===== src/rtl/seg7_scan_ctrl.sv =====
// Time-multiplexed N-digit seven-segment scanner with PWM brightness and frame-synchronous double buffering.
// Optional leading-zero blanking is enabled by defining SEG7_LZB_EN.
module seg7_scan_ctrl #(
  parameter int NUM_DIGITS     = 8,
  parameter int CLK_FREQ_HZ    = 50_000_000,
  parameter int SCAN_HZ        = 1000,
  parameter bit SEL_ACTIVE_LOW = 1'b0,
  parameter bit SEG_ACTIVE_LOW = 1'b1
) (
  input  logic                    Clk,
  input  logic                    Reset_n,
  input  logic [4*NUM_DIGITS-1:0] disp_data,
  input  logic [NUM_DIGITS-1:0]   dp_mask,
  input  logic [3:0]              brightness,
  input  logic                    update,
  output logic                    pending,
  output logic [NUM_DIGITS-1:0]   SEL,
  output logic [7:0]              SEG,
  output logic                    frame_done
);

  localparam int DIV  = CLK_FREQ_HZ / SCAN_HZ;
  localparam int SUB  = DIV / 16;
  localparam int DIVW = $clog2(DIV);
  localparam int SUBW = (SUB > 1) ? $clog2(SUB) : 1;
  localparam int IDXW = $clog2(NUM_DIGITS);

  localparam logic [DIVW-1:0]       DIV_LAST = DIVW'(DIV - 1);
  localparam logic [SUBW-1:0]       SUB_LAST = SUBW'(SUB - 1);
  localparam logic [IDXW-1:0]       IDX_LAST = IDXW'(NUM_DIGITS - 1);
  localparam logic [NUM_DIGITS-1:0] SEL_OFF  = SEL_ACTIVE_LOW ? {NUM_DIGITS{1'b1}} : {NUM_DIGITS{1'b0}};
  localparam logic [7:0]            SEG_OFF  = SEG_ACTIVE_LOW ? 8'hFF : 8'h00;

  logic [DIVW-1:0]         div_cnt_q, div_cnt_d;
  logic [SUBW-1:0]         sub_cnt_q, sub_cnt_d;
  logic [3:0]              pwm_cnt_q, pwm_cnt_d;
  logic [IDXW-1:0]         idx_q, idx_d;
  logic [4*NUM_DIGITS-1:0] act_data_q, act_data_d, pend_data_q, pend_data_d;
  logic [NUM_DIGITS-1:0]   act_dp_q, act_dp_d, pend_dp_q, pend_dp_d;
  logic                    pending_q, pending_d;
  logic                    frame_done_q, frame_done_d;
  logic [NUM_DIGITS-1:0]   sel_q, sel_d;
  logic [7:0]              seg_q, seg_d;

  logic                    slot_end, sub_end, wrap, blank;
  logic [3:0]              nib;
  logic [6:0]              seg_lo;
  logic [7:0]              seg_raw;
  logic [NUM_DIGITS-1:0]   sel_on;

  // Active-low a..g patterns for hex 0..F; dp is handled separately.
  function automatic logic [6:0] seg_code(input logic [3:0] n);
    case (n)
      4'h0: seg_code = 7'h40;  4'h1: seg_code = 7'h79;
      4'h2: seg_code = 7'h24;  4'h3: seg_code = 7'h30;
      4'h4: seg_code = 7'h19;  4'h5: seg_code = 7'h12;
      4'h6: seg_code = 7'h02;  4'h7: seg_code = 7'h78;
      4'h8: seg_code = 7'h00;  4'h9: seg_code = 7'h10;
      4'hA: seg_code = 7'h08;  4'hB: seg_code = 7'h03;
      4'hC: seg_code = 7'h46;  4'hD: seg_code = 7'h21;
      4'hE: seg_code = 7'h06;  default: seg_code = 7'h0E;
    endcase
  endfunction

`ifdef SEG7_LZB_EN
  logic [NUM_DIGITS-1:0] blank_mask;
  logic                  zero_run;

  // A digit is blanked when it and every digit above it hold zero; digit 0 never is.
  always_comb begin
    blank_mask = '0;
    zero_run   = 1'b1;
    for (int k = NUM_DIGITS - 1; k >= 1; k--) begin
      zero_run      = zero_run & (act_data_q[4*k +: 4] == 4'h0);
      blank_mask[k] = zero_run;
    end
    blank = blank_mask[idx_q];
  end
`else
  assign blank = 1'b0;
`endif

  always_comb begin
    slot_end  = (div_cnt_q == DIV_LAST);
    sub_end   = (sub_cnt_q == SUB_LAST);
    wrap      = slot_end && (idx_q == IDX_LAST);

    div_cnt_d = slot_end ? '0 : div_cnt_q + 1'b1;
    sub_cnt_d = (slot_end || sub_end) ? '0 : sub_cnt_q + 1'b1;
    pwm_cnt_d = slot_end ? 4'd0 : (sub_end ? pwm_cnt_q + 4'd1 : pwm_cnt_q);
    idx_d     = slot_end ? ((idx_q == IDX_LAST) ? '0 : idx_q + 1'b1) : idx_q;

    act_data_d  = act_data_q;
    act_dp_d    = act_dp_q;
    pend_data_d = pend_data_q;
    pend_dp_d   = pend_dp_q;
    pending_d   = pending_q;
    // An update landing on the wrap edge wins and waits for the following wrap.
    if (update) begin
      pend_data_d = disp_data;
      pend_dp_d   = dp_mask;
      pending_d   = 1'b1;
    end else if (wrap && pending_q) begin
      act_data_d = pend_data_q;
      act_dp_d   = pend_dp_q;
      pending_d  = 1'b0;
    end
    frame_done_d = wrap;

    nib     = act_data_q[{idx_q, 2'b00} +: 4];
    seg_lo  = blank ? 7'h7F : seg_code(nib);
    seg_raw = {~act_dp_q[idx_q], seg_lo};
    seg_d   = SEG_ACTIVE_LOW ? seg_raw : ~seg_raw;

    sel_on = {{(NUM_DIGITS-1){1'b0}}, 1'b1} << idx_q;
    if (pwm_cnt_q > brightness) sel_on = '0;
    sel_d = SEL_ACTIVE_LOW ? ~sel_on : sel_on;
  end

  always_ff @(posedge Clk or negedge Reset_n) begin
    if (!Reset_n) begin
      div_cnt_q    <= '0;
      sub_cnt_q    <= '0;
      pwm_cnt_q    <= 4'd0;
      idx_q        <= '0;
      act_data_q   <= '0;
      act_dp_q     <= '0;
      pend_data_q  <= '0;
      pend_dp_q    <= '0;
      pending_q    <= 1'b0;
      frame_done_q <= 1'b0;
      sel_q        <= SEL_OFF;
      seg_q        <= SEG_OFF;
    end else begin
      div_cnt_q    <= div_cnt_d;
      sub_cnt_q    <= sub_cnt_d;
      pwm_cnt_q    <= pwm_cnt_d;
      idx_q        <= idx_d;
      act_data_q   <= act_data_d;
      act_dp_q     <= act_dp_d;
      pend_data_q  <= pend_data_d;
      pend_dp_q    <= pend_dp_d;
      pending_q    <= pending_d;
      frame_done_q <= frame_done_d;
      sel_q        <= sel_d;
      seg_q        <= seg_d;
    end
  end

  assign pending    = pending_q;
  assign frame_done = frame_done_q;
  assign SEL        = sel_q;
  assign SEG        = seg_q;

endmodule


===== config.mk =====
export PLATFORM = sky130hd
export DESIGN_NAME = seg7_scan_ctrl
export DESIGN_NICKNAME = d
export VERILOG_FILES = /design/src/rtl/seg7_scan_ctrl.sv
export SDC_FILE = /design/constraint.sdc
export NUM_CORES = 1
export LEC_CHECK = 0
export BUFFER_PORTS_ARGS = -buffer_cell sky130_fd_sc_hd__buf_2
export CAP_MARGIN = 10
export CORE_ASPECT_RATIO = 0.8
export CORE_MARGIN = 1
export CORE_UTILIZATION = 30
export CTS_CLUSTER_DIAMETER = 200
export DETAILED_ROUTE_END_ITERATION = 16
export SKIP_CTS_REPAIR_TIMING = 1
export SYNTH_ARGS = -nofsm -noshare
export SYNTH_HDL_FRONTEND = slang
export SYNTH_SLANG_ARGS = --single-unit

===== constraint.sdc =====
create_clock -name Clk -period 3 [get_ports Clk]
set_input_delay 0.9 -clock Clk [delete_from_list [all_inputs] [get_ports Clk]]
set_output_delay 0.9 -clock Clk [all_outputs]
set_load 0.005 [all_outputs]

After elaboration in Yosys (flattened, before gate mapping)
Memories as Yosys holds them, arrays and structs flattened. A register that Yosys moved wholly into a read port is not among the register bits.
Cells that the tools add are included.

word-level totals
  register bits = 133
  bits in read-only memories = 112
  bits of input ports = 47
  output and inout bits = 18
  word-level logic and storage cells = 43
  memories = 1

memory list
  memory            depth  bits a word  rd ports  clocked after memory_dff  write ports  RTL line  RTL
  (name not given)  16     7            1         1                         0            53        case (n)

operators by class
  add/sub/neg operators = 4
  order comparisons = 2
  equal/unequal tests = 3
  shifts and indexed selects = 2
  muxes and demuxes = 10
  bitwise operators = 2
  reduce and logical (&&, ||, !) cells = 7

operator list
  kind                                                number
  variable part select 32 x 6 -> 4 bit                1
  adder 16 x 1 -> 16 bit, second input constant       1
  equality test 16 bit, second input constant         1
  2-to-1 mux 16 bit                                   1
  adder 12 x 1 -> 12 bit, second input constant       1
  equality test 12 bit, second input constant         1
  2-to-1 mux 12 bit                                   1
  2-to-1 mux 4 bit                                    2
  2-to-1 mux 8 bit                                    1
  << shifter 1 x 3 -> 8 bit, first input constant     1
  adder 4 x 1 -> 4 bit, second input constant         1
  > comparator 4 bit                                  1
  < comparator 3 x 4 -> 1 bit, second input constant  1
  nonzero test 2 bit                                  2
  adder 3 x 1 -> 3 bit, second input constant         1
  binary-select mux 1 bit (select 3 bit)              1
  equality test 3 bit, second input constant          1
  2-to-1 mux 1 bit                                    3
  2-to-1 mux 3 bit                                    1
  logical AND 1 bit                                   2
  NOT 1 bit                                           2
  AND reduction 2 bit                                 1
  zero test 1 bit                                     1
  logical OR 1 bit                                    1

Logic depth before layout (Yosys ltp)
  depth in word-level cells = 5
  depth in mapped cells = 9
  depth with buffers taken out = 8

Worst setup path after synthesis
No wires, ideal clock.

  path type = input port to flip-flop
  start = input port brightness[1]
  end = register sel_q[5], in the netlist SEL[5]
  library setup time = 0.088 ns
  arrival time = 2.052 ns
  data required time = 2.912 ns
  setup slack = 0.860 ns
  stages on the path = 7
  buffers on the path = 0
  path through = inv_1 ha_1 nor2b_1 o21a_1 o21a_1 o21a_1 nor3b_1

on the way
  word-level cells in the longest chain between the ends = 2

ends and longest elaborated chain
  item                  RTL line  RTL
  start, declared       14        input logic [3:0] brightness,
  > comparator 4 bit    116       if (pwm_cnt_q > brightness) sel_on = '0;
  2-to-1 mux 8 bit      116
  via sel_d[5]          42        logic [NUM_DIGITS-1:0] sel_q, sel_d;
  end signal, assigned  145       sel_q <= sel_d;
  end, declared         42

The timed path passes the listed nets, and every way through them passes these cells.
A chain may end at the register's enable or synchronous reset.

Final worst setup path
  start = register idx_q[0]
  end = register seg_q[3], in the netlist SEG[3]

on the way
  word-level cells in the longest chain between the ends = 1

ends and longest elaborated chain
  item                                  RTL line  RTL
  start, declared                       37        logic [IDXW-1:0] idx_q, idx_d;
  start signal, assigned                138       idx_q <= idx_d;
  variable part select 32 x 6 -> 4 bit  110       nib = act_data_q[{idx_q, 2'b00} +: 4];
  end, declared                         43        logic [7:0] seg_q, seg_d;

Every way passes these cells.

==> metrics <==
post-synthesis compound-gate area fraction=0.0245; outcome=completed; final antenna-violating net count=0; highest ir drop seen on vdd=between 0.2 and 0.3 mV; fin crit period=approximately 2400 ps; DIE WIDTH=160 um; cell area after synthesis=approximately 6000 um2; Post-Synthesis Cells=about 430; vias in the first global route=approximately 3700; Initial Util=0.310; crit end category=flip-flop; PD cells=588 nW/um2; CP max FO=7; post-synthesis mux area share=0.217; final hold viol count=0; Port Buffers=64; slew margin rel.=0.585; initial antenna violation count=0; Netlist cell types=between 40 and 50; H-Tree Depth=4; met1 WL=around 5600 um; pin count of the biggest net entering global routing=49; Avg WL per Cell=approximately 15 um; Crit-path slowest cell=mux4_1; total gr overflow=0; Setup TNS=0 ps; clock root cell=clkbuf_16; Final GP Congestion=0.800; max_cap viols=0; post-synthesis xor/xnor area fraction=0.0367; Sink Count=133; Max Fclk=416 MHz; fill count=1871; Register Area=3340 um2; clock slew at reported path FFs=roughly 60 ps; largest cells by area after synthesis=dfrtp_1, mux2_2, mux2_1, ha_1, dfstp_2; Post-Place Cell Area=6580 um2; setup violators final=0; Worst Path Arrival=~2800 ps; Total GRT Usage=0.122; Pwr Total=about 0.0042 W; Post-Synth Adder-Cell Area=0.0398; CTS tree=done; die height=128 um; CORE AREA=approximately 19000 um2; Syn Nets=494; Worst EP required=between 3000 and 4000 ps; YS warnings=0; classification of the worst setup path=flip-flop to flip-flop; Async SR Flop Fraction=1.00; post-synthesis simple-gate area fraction=0.0935; routed via count=3486; Routed met2 length=slightly above 5000 um; crit path cell chain=mux4_1 -> mux2i_4 -> inv_1 -> ha_1 -> nand2_1 -> o21ai_0 -> o21a_1; DIE AREA=roughly 20000 um2; dpl hpwl=8000 um; Main synth FF type=dfrtp_1; Initial DRC Count=~140; Tightest Pin Transition=about 620 ps; Nets=~570; Post-synth top cells=dfrtp_1, mux2_2, mux2_1; Syn Area/Cell=13.9 um2; Pre-antenna DRT Iters=4; Leakage Power=roughly 3.4 nW; Final Non-Filler Cells=between 700 and 800; Max Slew Vio Count=0; final instance area=slightly above 7000 um2; layout cells sized above 1=0.339; clk_lat worst skew=between 400 and 500 ps; RSZ-0062 raised after global routing=no; multi-input logic area=about 2500 um2; CP peak stage delay=680 ps; Seq cells post-synth=between 100 and 150; cts bufs inserted=17; post-synth top area share=0.524; row count=45; clk_skew=about 7.8 ps; CP Launch Type=flip-flop; met3 wire len=448 um; first-pass GRT wire length=approximately 19000 um; number of enable flip-flop cells after synthesis=0; synthesis-to-finish area growth=20.9%; register area share after synthesis=0.559; drc violations=0; IO Count=65; worst hold path class=flip-flop to flip-flop; DRT Wirelength=around 11000 um; vias per cell=about 4.5; ANT cells=0; Placed Cells=between 700 and 800; post-synth top area cell=dfrtp_1; max layer used=met4; count leader, synth=dfrtp_1; post-route clock period utilization=0.802; Bufs on Longest Clock Path=2; largest family of logic cells by synthesized area=multiplexers
==> where the power goes <==
group          internal [W]  leakage [nW]  switching (W)
registers           0.00185          1.70      0.0000297
logic             0.0000785          1.43      0.0000729
clock network       0.00142         0.304       0.000798
total               0.00335          3.44       0.000900
==> per-layer routing <==
layer  GRT usage  up-vias
li1            -     1645
met2       0.183       64
met5           0        -
met3      0.0388       13
met1       0.162     1764
met4      0.0515        0
==> kinds of logic (layout without fill, tap and decap cells) <==
kind of cell,Yosys count,in the layout
mux,100,100
xor+xnor,25,25
flops,133,133
fa+ha+maj,19,19
buf+inv,32,118
simple gates,98,98
compound gates,21,21
==> cell usage in the layout, fill, tap and decap left out, drive strengths merged, types with 8 or more instances in the layout <==
| master | Yosys | layout |
|---|---|---|
| mux2i | 9 | 9 |
| mux2 | 81 | 81 |
| dfstp | 8 | 8 |
| nand2 | 19 | 19 |
| clkbuf | 2 | 18 |
| xor2 | 12 | 12 |
| ha | 19 | 19 |
| dfrtp | 125 | 125 |
| mux4 | 10 | 10 |
| nor2 | 34 | 34 |
| xnor2 | 13 | 13 |
| inv | 16 | 20 |
| buf | 14 | 70 |
==> metrics by stage <==
stage / setup WS (ps) / utilization / hold slack [ps]
after floorplan: 860 / - / 424
final: 594 / 0.375 / 461
after global routing: 514 / 0.375 / 492
after detailed placement: 597 / 0.342 / 454
after CTS: 597 / 0.375 / 462
after global placement: 675 / 0.342 / 437
==> sequential cells by signal, summed over array words and instances (netlist names) <==
register     flops
pend_data_q     32
div_cnt_q       16
pending          1
SEG              8
pend_dp_q        8
idx_q            3
act_dp_q         8
SEL              8
sub_cnt_q       12
frame_done       1
pwm_cnt_q        4
act_data_q      32
==> area by class of cell <==
type	count	area share
repair buffers	70	0.0562
well taps	258	0.0447
clock buffers	18	0.0608
clock inverters	14	0.0272
inverters	16	0.00832
multi-input cells	263	0.340
flip-flops and latches	133	0.462
==> worst paths after layout <==
kind | end | slack [ps] | depth (start not counted) | start
max | SEG[3] | 590 | 7 | idx_q[0]
min | div_cnt_q[0] | 460 | 1 | div_cnt_q[0]
max reg2reg | SEG[3] | 590 | 7 | idx_q[0]
min reg2reg | div_cnt_q[0] | 460 | 1 | div_cnt_q[0]
max in group asynchronous | SEG[7] | 1820 | 2 | Reset_n
min in group asynchronous | pend_data_q[18] | 470 | 1 | Reset_n
==> critical path, delay by kind of cell (launching register included) <==
| family | cells | cell delay (ps) |
|---|---|---|
| adder cells (fa/ha/maj) | 1 | 250 |
| buffers and inverters | 1 | 110 |
| multiplexers | 2 | 980 |
| flip-flops | 1 | 580 |
| AND/OR/NAND/NOR | 1 | 100 |
| AO/OA/AOI/OAI | 2 | 310 |
(Power assumes the default switching activity.)
